## config.mk

```make
export PLATFORM = sky130hd
export DESIGN_NAME = mem_bus_arbiter
export DESIGN_NICKNAME = d
export VERILOG_FILES = /design/src/rtl/mem_bus_arbiter.sv
export SDC_FILE = /design/constraint.sdc
export NUM_CORES = 1
export LEC_CHECK = 0
export ABC_AREA = 1
export CORE_MARGIN = 1
export CORE_UTILIZATION = 45
export CTS_CLUSTER_DIAMETER = 150
export DETAILED_ROUTE_END_ITERATION = 8
export GPL_TIMING_DRIVEN = 0
export PLACE_DENSITY = 0.89
export SLEW_MARGIN = 0
export SYNTH_ARGS = -nofsm -noshare
export SYNTH_HDL_FRONTEND = slang
export SYNTH_SLANG_ARGS = --single-unit
export TNS_END_PERCENT = 5
```

## constraint.sdc

```tcl
create_clock -name clk -period 3.2 [get_ports clk]
set_input_delay 0.64 -clock clk [delete_from_list [all_inputs] [get_ports clk]]
set_output_delay 0.64 -clock clk [all_outputs]
set_load 0.05 [all_outputs]
```

## src/rtl/mem_bus_arbiter.sv

```systemverilog
// Fetch/data arbiter for one single-port, variable-latency memory bus (data wins, fetch anti-starvation).
// Optional hung-access abort after TIMEOUT busy cycles: define ARB_TIMEOUT_EN.
module mem_bus_arbiter #(
  parameter int ADDR_W       = 32,
  parameter int DATA_W       = 32,
  parameter int STARVE_LIMIT = 4,
  parameter int TIMEOUT      = 64
) (
  input  logic                clk,
  input  logic                rst,
  input  logic                i_req,
  input  logic [ADDR_W-1:0]   i_addr,
  output logic                i_ack,
  output logic [DATA_W-1:0]   i_rdata,
  output logic                i_err,
  input  logic                d_req,
  input  logic                d_we,
  input  logic [ADDR_W-1:0]   d_addr,
  input  logic [DATA_W/8-1:0] d_sel,
  input  logic [DATA_W-1:0]   d_wdata,
  output logic                d_ack,
  output logic [DATA_W-1:0]   d_rdata,
  output logic                d_err,
  output logic                mem_ce,
  output logic                mem_we,
  output logic [ADDR_W-1:0]   mem_addr,
  output logic [DATA_W/8-1:0] mem_sel,
  output logic [DATA_W-1:0]   mem_wdata,
  input  logic                mem_ack,
  input  logic [DATA_W-1:0]   mem_rdata,
  output logic                stallreq_if,
  output logic                stallreq_mem
);

  localparam int SEL_W = DATA_W / 8;

  typedef enum logic [1:0] {
    IDLE   = 2'd0,
    BUSY_I = 2'd1,
    BUSY_D = 2'd2
  } state_t;

  state_t              r_state;
  state_t              w_nextState;
  logic [3:0]          r_starveCnt;
  logic                r_memCe;
  logic                r_memWe;
  logic [ADDR_W-1:0]   r_memAddr;
  logic [SEL_W-1:0]    r_memSel;
  logic [DATA_W-1:0]   r_memWdata;
  logic                r_iAck;
  logic                r_dAck;
  logic [DATA_W-1:0]   r_iRdata;
  logic [DATA_W-1:0]   r_dRdata;
  logic                w_iElig;
  logic                w_dElig;
  logic                w_grantI;
  logic                w_grantD;
  logic                w_done;
  logic                w_abort;
  logic                w_finish;

  assign i_ack        = r_iAck;
  assign d_ack        = r_dAck;
  assign i_rdata      = r_iRdata;
  assign d_rdata      = r_dRdata;
  assign mem_ce       = r_memCe;
  assign mem_we       = r_memWe;
  assign mem_addr     = r_memAddr;
  assign mem_sel      = r_memSel;
  assign mem_wdata    = r_memWdata;
  assign stallreq_if  = i_req & ~r_iAck;
  assign stallreq_mem = d_req & ~r_dAck;

`ifdef ARB_TIMEOUT_EN
  localparam int TMO_W = $clog2(TIMEOUT + 1);

  logic [TMO_W-1:0] r_tmoCnt;
  logic             r_iErr;
  logic             r_dErr;

  always_ff @(posedge clk or negedge rst) begin
    if (!rst) begin
      r_tmoCnt <= '0;
      r_iErr   <= 1'b0;
      r_dErr   <= 1'b0;
    end else begin
      r_tmoCnt <= (r_state == IDLE) ? '0 : r_tmoCnt + 1'b1;
      r_iErr   <= w_abort & (r_state == BUSY_I);
      r_dErr   <= w_abort & (r_state == BUSY_D);
    end
  end

  // A simultaneous mem_ack on the last allowed cycle still counts as a normal completion.
  assign w_abort = (r_state != IDLE) & ~mem_ack & (r_tmoCnt == TMO_W'(TIMEOUT - 1));
  assign i_err   = r_iErr;
  assign d_err   = r_dErr;
`else
  assign w_abort = 1'b0;
  assign i_err   = 1'b0;
  assign d_err   = 1'b0;
`endif

  always_ff @(posedge clk or negedge rst) begin
    if (!rst) r_state <= IDLE;
    else      r_state <= w_nextState;
  end

  // A request seen in the same cycle as its own ack is stale and never eligible.
  always_comb begin
    w_iElig     = i_req & ~r_iAck;
    w_dElig     = d_req & ~r_dAck;
    w_grantI    = 1'b0;
    w_grantD    = 1'b0;
    w_done      = 1'b0;
    w_finish    = 1'b0;
    w_nextState = r_state;
    case (r_state)
      IDLE: begin
        if (w_dElig && !(w_iElig && r_starveCnt == 4'(STARVE_LIMIT))) begin
          w_grantD    = 1'b1;
          w_nextState = BUSY_D;
        end else if (w_iElig) begin
          w_grantI    = 1'b1;
          w_nextState = BUSY_I;
        end
      end
      BUSY_I, BUSY_D: begin
        w_done   = mem_ack;
        w_finish = mem_ack | w_abort;
        if (w_finish) w_nextState = IDLE;
      end
      default: w_nextState = IDLE;
    endcase
  end

  always_ff @(posedge clk or negedge rst) begin
    if (!rst) begin
      r_memCe    <= 1'b0;
      r_memWe    <= 1'b0;
      r_memAddr  <= '0;
      r_memSel   <= '0;
      r_memWdata <= '0;
    end else if (w_grantD) begin
      r_memCe    <= 1'b1;
      r_memWe    <= d_we;
      r_memAddr  <= d_addr;
      r_memSel   <= d_sel;
      r_memWdata <= d_wdata;
    end else if (w_grantI) begin
      r_memCe    <= 1'b1;
      r_memWe    <= 1'b0;
      r_memAddr  <= i_addr;
      r_memSel   <= '1;
      r_memWdata <= '0;
    end else if (w_finish) begin
      r_memCe    <= 1'b0;
    end
  end

  always_ff @(posedge clk or negedge rst) begin
    if (!rst) begin
      r_iAck   <= 1'b0;
      r_dAck   <= 1'b0;
      r_iRdata <= '0;
      r_dRdata <= '0;
    end else begin
      r_iAck <= w_finish & (r_state == BUSY_I);
      r_dAck <= w_finish & (r_state == BUSY_D);
      if (w_done && r_state == BUSY_I)       r_iRdata <= mem_rdata;
      else if (w_abort && r_state == BUSY_I) r_iRdata <= '0;
      if (w_done && r_state == BUSY_D)       r_dRdata <= mem_rdata;
      else if (w_abort && r_state == BUSY_D) r_dRdata <= '0;
    end
  end

  // Counts data grants that a pending fetch had to sit through.
  always_ff @(posedge clk or negedge rst) begin
    if (!rst) begin
      r_starveCnt <= 4'd0;
    end else if (w_grantI || !i_req) begin
      r_starveCnt <= 4'd0;
    end else if (w_grantD && r_starveCnt < 4'(STARVE_LIMIT)) begin
      r_starveCnt <= r_starveCnt + 4'd1;
    end
  end

endmodule
```

==> results.py <==
metrics = {
    "cells_and_area": {
        "final_layout_size_suffix_gt1_share_pct": 5.40,
        "nNetsFinal": 1149,
        "final_util_pct": 73.4,
        "antenna_cells": 0,
        "nFillCells": 949,
        "area_growth_pct": 59.2,
        "multi_input_area_um2": 2040,
        "seqCellArea_um2": 3550,
    },
    "timing": {
        "whs_ns": 0.212,
        "slew_viol_final": 0,
        "worst_slack_ns": 0.399,
        "fin_setup_tns_ns": 0,
        "relSlewSlack_pct": 56.6,
        "fmax_ghz": 0.357,
        "finalSetupViolations": 0,
        "hold_violations": 0,
        "fin_crit_sh_pct": 87.5,
        "fin_skew_ns": 0.0135,
        "worst_pin_slew_ns": 0.651,
        "rsz0062_at_grt": "no",
        "min_period_ns": 2.80,
    },
    "floorplanning": {
        "die_x_um": 118,
        "die_y_um": 118,
        "dieArea_um2": 14000,
        "ios": 278,
        "rows": 42,
        "start_util_pct": 46.1,
        "core-area_um2": 13200,
    },
    "pwr": {
        "switching_power_mw": 5.77,
        "power_leakage_nw": 4.75,
        "internal_power_mw": 5.91,
        "swShare_pct": 49.4,
        "clock_power_share_pct": 17.2,
        "power_density_nw_per_um2": 1200,
        "power_frac_comb_pct": 56.7,
        "ir_worst_vdd_mv": 0.738,
        "seqPwrFrac_pct": 26.1,
    },
    "clocking": {
        "cts_tree": "built",
        "clock_path_buffers": 2,
        "cts-buffers-inserted": 17,
        "cts_resized": 0,
        "cts.hold.buffers_added": 0,
        "clk_latency_ns": 0.42,
        "clkTransAtPathRegs_ns": 0.06,
        "clock-root-buffer": "clkbuf_16",
        "cts.sink_count": 142,
        "htreeDepth": 4,
        "post-cts-setup-buffers": 0,
    },
    "yosys": {
        "synth.distinct_cells": 22,
        "ys_seq_area_share_pct": 58.2,
        "synth_async_sr_flop_share_pct": 100,
        "synth_area_leaders": "dfrtp_1 (58%), nand2_1 (15%), o21ai_0 (5.7%)",
        "synth.largest_area_cell": "dfrtp_1",
        "synth-main-ff-cell": "dfrtp_1",
        "synth.most_common_cell": "nand2_1",
        "ys_seq_elements": 142,
        "synth-edff-count": 0,
        "synthCells": 710,
        "netlist_area_um2": 6110,
        "postSynthAreaPerCell_um2": 8.60,
        "synth_top_cells_by_count": "nand2_1 (246), dfrtp_1 (142), inv_1 (81), o21ai_0 (69), nand3_1 (68)",
        "yosys_warnings": 0,
        "synth.top_cell.area_share_pct": 58.2,
    },
    "setup_path": {
        "cp.arrival_ns": 2.16,
        "cp.required_ns": 2.56,
        "startpoint_type": "input pin",
        "crit_fanout": 3,
        "cp-end-kind": "primary output",
        "critical_path_class": "input pin to primary output",
    },
    "global_route": {
        "grt_max_degree": 77,
        "grt_antenna_before_repair": 0,
        "globalRouteOverflowTotal": 0,
        "grt_usage_pct": 28.0,
        "grt_pass1_wl_um": 30400,
        "grt_pass1_vias": 5936,
    },
    "placed_design": {
        "io_buffers": 275,
        "place_congestion": 0.852,
        "dp_hpwl_um": 13700,
        "place_worst_setup_slack_ns": 0.392,
    },
    "hold_path": {
        "hp-class": "input pin to asynchronous set/reset pin",
    },
    "outcome": {
        "status": "finished clean",
    },
    "route": {
        "drc": 0,
        "drt_first_pass_iters": 5,
        "vias_per_cell": 4.97,
        "vias": 5940,
        "final_antenna_net_count": 0,
        "drtIter0Drc": 351,
        "drt_wl_total_um": 19200,
        "wire_per_inst_um": 16.1,
    },
    "job": {
        "drv_cap": 0,
    },
}
## kinds of logic after synthesis
group	after synthesis	synth area share, %
simple gates	361	26.0
compound gates	74	6.31
buf+inv	127	8.40
flops	142	58.2
fa+ha+maj	5	1.02
other cells	1	0.0614
## layer usage
metal | GRT usage, % | vias up | routed length, µm
met2 | 48.4 | 273 | 9480
met4 | 10.6 | 0 | 405
met3 | 9.36 | 30 | 1810
met5 | 0 | - | 0
met1 | 32.1 | 2825 | 7550
li1 | - | 2812 | -
## power by group through the flow
stage                     sequential (mW)  combinational, mW  clock, mW
final                                3.05               6.62       2.01
after global routing                 3.15               7.02       2.11
after CTS                            3.05               6.65       2.03
after detailed placement             3.05               6.60          0
after global placement               3.04               6.51          0
after floorplan                      5.69               1.57          0
## worst max-delay path: stages
cell             delay [ns]
clkdlybuf4s50_1        0.51
inv_1                  0.05
nor2_1                 0.13
clkdlybuf4s50_1        0.83
## cell usage in the layout, fill, tap and decap left out, types with 5 or more instances in the layout
cell / netlist / layout
buf_2: 11 / 11
nand3_1: 68 / 68
o21ai_0: 69 / 69
nand2_1: 246 / 246
inv_1: 81 / 81
dfrtp_1: 142 / 142
clkbuf_1: 23 / 24
nand3b_1: 32 / 32
nor2_1: 8 / 8
ha_1: 5 / 5
clkbuf_16: 0 / 17
clkdlybuf4s50_1: 0 / 274
buf_1: 5 / 5
## worst paths after layout
path	cells past startpoint	endpoint	slack, ns	start
worst min register to register	2	mem_wdata[6]	0.47	mem_wdata[6]
worst min-delay path	1	d_rdata[13]	0.21	rst
worst max register to register	8	mem_wdata[13]	1.17	r_state[1]
min in group clk	2	mem_wdata[6]	0.47	mem_wdata[6]
worst max-delay path	4	stallreq_if	0.40	i_req
max in group asynchronous	2	mem_sel[0]	2.19	rst
## cell type report
type,count,area share (%)
Clock buffer,19,4.56
Sequential cell,142,36.6
Inverter,83,3.21
Clock inverter,13,1.69
Tap cell,176,2.27
Buffer,44,2.07
Multi-Input combinational cell,442,21.0
Timing Repair Buffer,276,28.6
## per-stage QoR
step | cell area, µm² | power (mW) | std cells
2_1_floorplan | 6110 | 7.27 | 711
3_3_place_gp | 9080 | 9.55 | 1162
3_5_place_dp | 9110 | 9.65 | 1163
4_1_cts | 9720 | 11.7 | 1195
5_1_grt | 9720 | 12.3 | 1195
6_report | 9720 | 11.7 | 1195
## state kept, by name, indices dropped and copies added (netlist names), 2 cells and up
register,count
r_state,2
mem_addr,32
mem_sel,4
r_starveCnt,4
i_rdata,32
mem_wdata,32
d_rdata,32
(Power assumes the default switching activity.)
